===== config.mk =====
export PLATFORM = sky130hd
export DESIGN_NAME = end_screen_sequencer
export DESIGN_NICKNAME = d
export VERILOG_FILES = /design/src/rtl/end_screen_sequencer.sv
export SDC_FILE = /design/constraint.sdc
export NUM_CORES = 1
export LEC_CHECK = 0
export CAP_MARGIN = 20
export CORE_MARGIN = 3
export CORE_UTILIZATION = 48
export DETAILED_ROUTE_END_ITERATION = 8
export GPL_TIMING_DRIVEN = 0
export PLACE_DENSITY = 0.94
export SLEW_MARGIN = 0
export SYNTH_ARGS = -nofsm -noshare
export SYNTH_HDL_FRONTEND = slang
export SYNTH_SLANG_ARGS = --single-unit

===== constraint.sdc =====
create_clock -name clk_pixel -period 4.6 [get_ports clk_pixel]
set_input_delay 0.69 -clock clk_pixel [delete_from_list [all_inputs] [get_ports clk_pixel]]
set_output_delay 0.69 -clock clk_pixel [all_outputs]
set_load 0.01 [all_outputs]

===== src/rtl/end_screen_sequencer.sv =====
`default_nettype none
// ============================================================================
// Module      : end_screen_sequencer
// Description : Moves the game from live play into the end-of-game screens and
//               produces the final registered pixel stream for the TMDS
//               encoder. The source is chosen by a frame-counted FSM:
//               PLAYING (live color), FADE (live color dimmed one bit per
//               level), END_SHOW (win/lose screen), then RESTART (one-cycle
//               pulse back to the game logic).
//
// Ports       : clk_pixel      pixel clock
//               rst_in         asynchronous active-high reset
//               hcount_in      pixel column (11b)
//               vcount_in      pixel row (10b)
//               new_frame_in   one-cycle start-of-frame pulse
//               game_over_in   game has ended (level)
//               player_won_in  outcome, latched when game_over_in is taken
//               restart_btn_in debounced restart button (level)
//               game_color_in  live game pixel {R,G,B}
//               win_color_in   win end-screen pixel
//               lose_color_in  lose end-screen pixel
//               color_out      registered output pixel
//               hcount_out     hcount_in delayed one cycle
//               vcount_out     vcount_in delayed one cycle
//               state_out      current FSM state
//               won_out        latched outcome
//               restart_out    one-cycle restart pulse
//
// Build option: define END_SCREEN_BLINK_EN to blink the end screen,
//               BLINK_PERIOD_FRAMES frames on, BLINK_PERIOD_FRAMES off.
//
// Revision    : 1.0 - initial release
// ============================================================================
module end_screen_sequencer #(
    parameter int FADE_STEP_FRAMES    = 8,
    parameter int HOLD_FRAMES         = 120,
    parameter int BLINK_PERIOD_FRAMES = 30
) (
    input  logic        clk_pixel,
    input  logic        rst_in,
    input  logic [10:0] hcount_in,
    input  logic [9:0]  vcount_in,
    input  logic        new_frame_in,
    input  logic        game_over_in,
    input  logic        player_won_in,
    input  logic        restart_btn_in,
    input  logic [23:0] game_color_in,
    input  logic [23:0] win_color_in,
    input  logic [23:0] lose_color_in,
    output logic [23:0] color_out,
    output logic [10:0] hcount_out,
    output logic [9:0]  vcount_out,
    output logic [1:0]  state_out,
    output logic        won_out,
    output logic        restart_out
);

    typedef enum logic [1:0] {
        PLAYING  = 2'd0,
        FADE     = 2'd1,
        END_SHOW = 2'd2,
        RESTART  = 2'd3
    } state_t;

    localparam int FRAME_W = $clog2(FADE_STEP_FRAMES + 1);
    localparam int HOLD_W  = $clog2(HOLD_FRAMES + 1);
    localparam logic [FRAME_W-1:0] FRAME_LAST = FRAME_W'(FADE_STEP_FRAMES - 1);
    localparam logic [HOLD_W-1:0]  HOLD_MAX   = HOLD_W'(HOLD_FRAMES);

    state_t              state;
    state_t              next_state;
    logic [FRAME_W-1:0]  frame_cnt;
    logic [2:0]          fade_level;
    logic [HOLD_W-1:0]   hold_cnt;
    logic                won;
    logic                btn_prev;
    logic                btn_rise;
    logic                fade_wrap;
    logic                fade_done;
    logic                blank;
    logic [23:0]         pixel_next;

    assign btn_rise  = restart_btn_in & ~btn_prev;
    assign fade_wrap = new_frame_in && (frame_cnt == FRAME_LAST);
    // Last frame of the darkest level ends the fade.
    assign fade_done = fade_wrap && (fade_level == 3'd7);
    assign blank     = (hcount_in >= 11'd1280) || (vcount_in >= 10'd720);

    assign state_out = state;
    assign won_out   = won;

    // ------------------------------------------------------------------
    // FSM: state register and next-state / pulse decode
    // ------------------------------------------------------------------
    always_ff @(posedge clk_pixel or posedge rst_in) begin
        if (rst_in) begin
            state <= PLAYING;
        end else begin
            state <= next_state;
        end
    end

    always_comb begin
        next_state  = state;
        restart_out = 1'b0;
        case (state)
            PLAYING: begin
                // game_over wins over any restart activity in PLAYING
                if (game_over_in) next_state = FADE;
            end
            FADE: begin
                if (fade_done) next_state = END_SHOW;
            end
            END_SHOW: begin
                if (btn_rise && (hold_cnt == HOLD_MAX)) next_state = RESTART;
            end
            RESTART: begin
                restart_out = 1'b1;
                next_state  = PLAYING;
            end
            default: next_state = PLAYING;
        endcase
    end

    // ------------------------------------------------------------------
    // Counters, outcome latch and button sampler
    // ------------------------------------------------------------------
    always_ff @(posedge clk_pixel or posedge rst_in) begin
        if (rst_in) begin
            frame_cnt  <= '0;
            fade_level <= 3'd0;
            hold_cnt   <= '0;
            won        <= 1'b0;
            btn_prev   <= 1'b0;
        end else begin
            // Sampled in every state so an edge is always measured against
            // a real previous value.
            btn_prev <= restart_btn_in;
            case (state)
                PLAYING: begin
                    if (game_over_in) begin
                        won        <= player_won_in;
                        frame_cnt  <= '0;
                        fade_level <= 3'd0;
                    end
                end
                FADE: begin
                    if (fade_wrap) begin
                        frame_cnt <= '0;
                        if (fade_done) begin
                            fade_level <= 3'd0;
                            hold_cnt   <= '0;
                        end else begin
                            fade_level <= fade_level + 3'd1;
                        end
                    end else if (new_frame_in) begin
                        frame_cnt <= frame_cnt + 1'b1;
                    end
                end
                END_SHOW: begin
                    if (new_frame_in && (hold_cnt != HOLD_MAX)) begin
                        hold_cnt <= hold_cnt + 1'b1;
                    end
                end
                RESTART: begin
                    won <= 1'b0;
                end
                default: ;
            endcase
        end
    end

`ifdef END_SCREEN_BLINK_EN
    localparam int BLINK_W = $clog2(BLINK_PERIOD_FRAMES + 1);
    localparam logic [BLINK_W-1:0] BLINK_LAST = BLINK_W'(BLINK_PERIOD_FRAMES - 1);

    logic [BLINK_W-1:0] blink_cnt;
    logic               blink_phase;

    always_ff @(posedge clk_pixel or posedge rst_in) begin
        if (rst_in) begin
            blink_cnt   <= '0;
            blink_phase <= 1'b0;
        end else if (state == FADE && fade_done) begin
            blink_cnt   <= '0;
            blink_phase <= 1'b0;
        end else if (state == END_SHOW && new_frame_in) begin
            if (blink_cnt == BLINK_LAST) begin
                blink_cnt   <= '0;
                blink_phase <= ~blink_phase;
            end else begin
                blink_cnt <= blink_cnt + 1'b1;
            end
        end
    end
`endif

    // ------------------------------------------------------------------
    // Pixel source selection (uses the state in effect at this edge)
    // ------------------------------------------------------------------
    always_comb begin
        pixel_next = game_color_in;
        case (state)
            PLAYING, RESTART: pixel_next = game_color_in;
            FADE: pixel_next = {game_color_in[23:16] >> fade_level,
                                game_color_in[15:8]  >> fade_level,
                                game_color_in[7:0]   >> fade_level};
            END_SHOW: begin
                pixel_next = won ? win_color_in : lose_color_in;
`ifdef END_SCREEN_BLINK_EN
                if (blink_phase) pixel_next = 24'h000000;
`endif
            end
            default: pixel_next = game_color_in;
        endcase
        if (blank) pixel_next = 24'h000000;
    end

    always_ff @(posedge clk_pixel or posedge rst_in) begin
        if (rst_in) begin
            color_out  <= 24'h000000;
            hcount_out <= 11'd0;
            vcount_out <= 10'd0;
        end else begin
            color_out  <= pixel_next;
            hcount_out <= hcount_in;
            vcount_out <= vcount_in;
        end
    end

endmodule
`default_nettype wire


==> results of run 1 <==
==> critical path: stages (launching register included) <==
cell,delay (ps)
dfrtp_1,440
inv_1,110
ha_1,280
clkbuf_1,340
clkbuf_1,550
nor2_1,110
nor3b_1,430
==> final timing paths <==
kind | startpoint | end | slack, ps | cells past startpoint
setup / recovery | state_out[1] | color_out[0] | 2190 | 6
hold / removal | hold_cnt[6] | hold_cnt[6] | 570 | 2
setup reg to reg | state_out[1] | color_out[0] | 2190 | 6
hold reg to reg | hold_cnt[6] | hold_cnt[6] | 570 | 2
max in group asynchronous | rst_in | color_out[15] | 3320 | 3
min in group asynchronous | rst_in | hcount_out[5] | 700 | 2
==> stage by stage <==
| stage | cells | worst slack [ps] | hold slack [ps] |
|---|---|---|---|
| 2_1_floorplan | 335 | 2340 | 476 |
| 3_3_place_gp | 581 | 1420 | 501 |
| 3_5_place_dp | 582 | 1930 | 541 |
| 4_1_cts | 598 | 2270 | 570 |
| 5_1_grt | 598 | 2120 | 616 |
| 6_report | 598 | 2190 | 572 |
==> flip-flops by register name, indices dropped and copies added, names as in the netlist <==
name	flops
btn_prev	1
color_out	24
fade_level	3
frame_cnt	4
hcount_out	11
hold_cnt	7
state_out	2
vcount_out	10
won_out	1
==> power by group <==
group	switching, mW	internal (mW)
clock	0.220	0.262
combinational	0.900	0.742
sequential	0.0680	0.676
total	1.19	1.68
==> layer usage <==
layer / global-route usage, % / vias up / wire, um
met3: 5.58 / 57 / 1470
li1: - / 1578 / -
met5: 0 / - / 0
met2: 46.9 / 301 / 5980
met4: 13.7 / 0 / 488
met1: 31.6 / 1697 / 4250
==> cell type report <==
| class | instances | share of cell area [%] |
|---|---|---|
| clock buffers | 10 | 2.47 |
| repair buffers | 148 | 26.8 |
| clock inverters | 6 | 1.08 |
| multi-input cells | 236 | 36.2 |
| well taps | 99 | 2.22 |
| flip-flops and latches | 63 | 28.3 |
| plain buffers | 22 | 2.07 |
| inverters | 14 | 0.943 |
==> synth_stat cells (2+ instances only) <==
library cell  number
a211oi_1           6
a21oi_1           19
a22o_1             3
a22oi_1            3
a311oi_1           3
a32o_1             3
a32oi_1            3
buf_2              5
buf_6              3
clkbuf_1          13
dfrtp_1           63
ha_1              10
inv_1             13
mux2_2            17
mux2i_1           31
mux4_1            15
nand2_1           16
nand3_1            3
nand4_1            2
nand4b_1           2
nor2_1            37
nor2b_1            7
nor3_1             9
nor3b_1            3
nor4_1             2
o211a_1            2
o21ai_0           14
o221ai_1           3
o2bb2ai_1          3
o41ai_1            2
or4_1              2
==> cells by family after synthesis <==
family | count (synthesis) | share of synthesized area (%)
AND/OR/NAND/NOR | 88 | 11.5
AO/OA/AOI/OAI | 73 | 14.4
multiplexers | 63 | 23.8
flip-flops | 63 | 41.9
buffers and inverters | 36 | 4.46
adder cells (fa/ha/maj) | 10 | 3.33
XOR/XNOR | 2 | 0.466
==> metrics.csv, run 1 <==
metric;value;unit
Yosys top cell by area;dfrtp_1;
# rows;31;
Clock Path Buffers;2;
Layout Nets;603;
Initial Util;50.7;%
relative slew slack;57.5;%
die width;94.5;um
GRT Util Overall;27.0;%
Post-DRT Antenna Nets;0;
Hold Crit Class;reg -> reg;
cell area after synthesis;3760;um^2
First-pass DRT Iterations;5;
post-synthesis sequential area ratio;41.9;%
global-route wire length before repair;18200;um
Top FF cell, synth;dfrtp_1;
Routed WL;12200;um
via count;3633;
Final Skew;8.50;ps
Design Area, Final;5570;um^2
Post-DP Area;5370;um^2
number of synthesized flops with an enable pin;0;
register area;1580;um^2
fraction of registers with async set/reset;100;%
fin crit period;2410;ps
startpoint types;register;
Distinct cells, synth;49;
pin count of the biggest net entering global routing;41;
max-cap viol count;0;
Worst-path clk slew;70;ps
total global routing overflow;0;
Synth warnings;0;
# resized after CTS;0;
outcome;complete, no violations;
flops & latches, synth;63;
RePlAce Congestion;0.925;
total clock sinks;63;
number of global-route vias before repair;3697;
Via-to-Cell Ratio;6.08;
Avg Cell Area, Syn;11.2;um^2
Hold Buf Count CTS;0;
CP Data Arrival Time;2610;ps
setup bufs post-CTS;0;
TritonCTS clock tree;yes;
Core ar.;7410;um^2
hpwl dp;9010;um
multi-input combinational cell area;2010;um^2
FILL cells;468;
Port Buffer Count;147;
RSZ-0062 raised after global routing;false;
area added between synthesis and finish;48.2;%
clock latency on the worst-skew pair;350;ps
final hold violations;0;
top cells by area, synth;dfrtp_1, mux4_1, mux2i_1, mux2_2, nor2_1;
Lkg Pwr;2.30;nW
Tcrit/Tclk final;52.4;%
post-layout util;75.2;%
die footprint;8930;um^2
worst path required time;4800;ps
Setup-failing EPs final;0;
syn nets;444;
DR DRC count;0;
Pwr per Cell Area;515;nW/um^2
Die Ht;94.5;um
Synth Instances;335;
H-tree Lvls;3;
ant diodes;0;
fmax;0.415;GHz
1st-iter DRT viols;238;
Worst VDD drop;0.216;mV
Worst Setup End Kind;register;
CP max FO;10;
commonest non-fill, non-tap cells in the layout;clkdlybuf4s50_1, dfrtp_1, nor2_1, mux2i_1, a21oi_1;
critical path type;reg -> reg;
layout cells sized above 1;10.0;%
commonest non-fill, non-tap cell in the layout;clkdlybuf4s50_1;
setup TNS;0;ps
wire per inst;20.4;um
initial antenna violation count;0;
number of buffers created by CTS;9;
Final Max Tran Viols;0;
CTS Root Cell;clkbuf_8;
Synth top area share;41.9;%
Total Power;2.87;mW
io pins;148;
worst slew pin tran;638;ps
Power figures use the tool's default switching activity.
==> run 2, diff against run 1 <==
Settings changed: CORE_UTILIZATION 48 to 40, PLACE_DENSITY 0.94 to 0.84.
Clock period 4.6 ns to 2.2 ns, I/O delays scaled along.
==> run 2 against run 1 <==
Worst setup slack got worse by 2000 ps. Final cell count is 1.7% higher. First-iteration DRC count down 39%. Register-to-register slack got worse by 2000 ps. Largest cell class unchanged. Global-route usage shrank 5.5 points. Sequential share of layout area down 0.30 points. Total power rose by 110%. Sequential cell count is the same. Hold slack got worse by 280 ps.
==> metrics.csv, run 2 (same netlist as run 1, synthesis figures left out) <==
metric;value;unit
Final Max Tran Viols;0;
FILL cells;710;
GRT met1 Usage;27.4;%
Final Skew;7.42;ps
die footprint;10600;um^2
Worst VDD drop;0.546;mV
ant diodes;0;
pin count of the biggest net entering global routing;47;
Via-to-Cell Ratio;5.80;
total clock sinks;63;
commonest non-fill, non-tap cell in the layout;clkdlybuf4s50_1;
1st-iter DRT viols;146;
fmax;0.489;GHz
CP Data Arrival Time;2270;ps
First-pass DRT Iterations;4;
reg2reg path depth;6;
crit path cell chain;inv_1, ha_1, clkbuf_1, o41ai_1, nand3b_1, mux2_2;
initial antenna violation count;0;
number of global-route vias before repair;3426;
sequential share of power;25.3;%
outcome;complete, no violations;
CP Buf/Inv Count;2;
Worst-path clk slew;70;ps
Logic pwr share;56.3;%
commonest non-fill, non-tap cells in the layout;clkdlybuf4s50_1, dfrtp_1, nor2_1, mux2i_1, a21oi_1;
Pwr per Cell Area;1090;nW/um^2
Tcrit/Tclk final;93.0;%
wire per inst;19.1;um
layout cells sized above 1;11.4;%
Design Area, Final;5630;um^2
Layout Nets;604;
clock latency on the worst-skew pair;350;ps
clock power share;18.3;%
RSZ-0062 raised after global routing;false;
Worst path slowest cell;dfrtp_1;
Die Ht;103;um
GRT Util Overall;21.6;%
DR DRC count;0;
fin crit period;2050;ps
# rows;34;
critical path type;reg -> reg;
largest registers;color_out: 24 flops, hcount_out: 11 flops, vcount_out: 10 flops;
TritonCTS clock tree;yes;
global-route wire length before repair;17400;um
Worst Setup End Kind;register;
Net Sw Frac;40.5;%
die width;103;um
total global routing overflow;0;
CP peak stage delay;420;ps
relative slew slack;62.3;%
via count;3524;
Post-DRT Antenna Nets;0;
NetSw;2.48;mW
Total Power;6.12;mW
WHS;291;ps
Post-DP Area;5390;um^2
Setup-failing EPs final;0;
Clock Path Buffers;2;
max-cap viol count;0;
CP max FO;10;
Routed WL;11600;um
M3 GR Usage;5.01;%
final hold violations;0;
hpwl dp;8960;um
worst slew pin tran;566;ps
Biggest register;color_out;
Hold Crit Class;in -> async;
met2 usage;36.3;%
setup TNS;0;ps
max reg flops;24;
WP depth;6;
worst path required time;2430;ps
GRT busiest layer;met2;
number of buffers created by CTS;9;
Port Buffer Count;147;
Int Pwr;3.64;mW
Initial Util;42.1;%
H-tree Lvls;3;
RePlAce Congestion;0.878;
io pins;148;
Top delay family on crit path;buffers and inverters;
startpoint types;register;
area added between synthesis and finish;49.8;%
Lkg Pwr;2.32;nW
CTS Root Cell;clkbuf_8;
Core ar.;8930;um^2
[run 2: cell types whose count changed in the layout (fill, tap and decap cells not counted), moves of 2 or more]
cell	before	now
clkbuf_1	13	9
clkbuf_2	0	3
buf_4	1	3
clkinv_2	3	1
clkinv_4	0	2
[run 2: layer usage]
| metal | share of wire, % | routed length (um) | vias to the layer above |
|---|---|---|---|
| met4 | 2.0 | 235 | 0 |
| li1 | - | - | 1585 |
| met3 | 9.0 | 1050 | 21 |
| met1 | 39 | 4570 | 1709 |
| met5 | 0 | 0 | - |
| met2 | 50 | 5760 | 209 |
[run 2: layout make-up]
| class | count | area, um^2 | area share (%) |
|---|---|---|---|
| multi-input combinational | 236 | 2020 | 35.9 |
| sequential | 63 | 1580 | 28.0 |
| timing repair buffer | 150 | 1510 | 26.7 |
| tap | 108 | 135 | 2.40 |
| clock buffer | 9 | 124 | 2.20 |
| buffer | 21 | 115 | 2.04 |
| clock inverter | 7 | 97.6 | 1.73 |
| inverter | 14 | 56.3 | 1.00 |
[run 2: power groups by stage]
stage               Clock [mW]  Sequential, mW  Combinational [mW]
global placement             0            1.56                3.25
CTS                       1.14            1.55                3.36
finish                    1.12            1.55                3.45
floorplan                    0            1.65                2.02
global route              1.19            1.58                3.72
detailed placement           0            1.57                3.35
[run 2: path summary, 6_finish.rpt]
| kind | startpoint | slack, ps | to |
|---|---|---|---|
| max | state_out[0] | 150 | state_out[1] |
| min | rst_in | 290 | hcount_out[3] |
| max reg2reg | state_out[0] | 150 | state_out[1] |
| min reg2reg | frame_cnt[1] | 530 | frame_cnt[1] |
| max in group asynchronous | rst_in | 1320 | fade_level[2] |
| min in group clk_pixel | hcount_in[7] | 420 | hcount_out[7] |
[run 2: metrics by stage]
step           cells  setup WS (ps)  utilization, %
3_3_place_gp     590           -689            60.1
6_report         608            155            63.0
3_5_place_dp     591          -28.3            60.3
4_1_cts          607           9.98            62.8
2_1_floorplan    335            300               -
5_1_grt          608           5.26            63.0
[run 2: what timing repair did]
item,4_1_cts,5_1_grt
hold buffers,0,0
buffers inserted,0,2
resized for setup,1,6
cloned,0,0
setup endpoints to repair,1,16
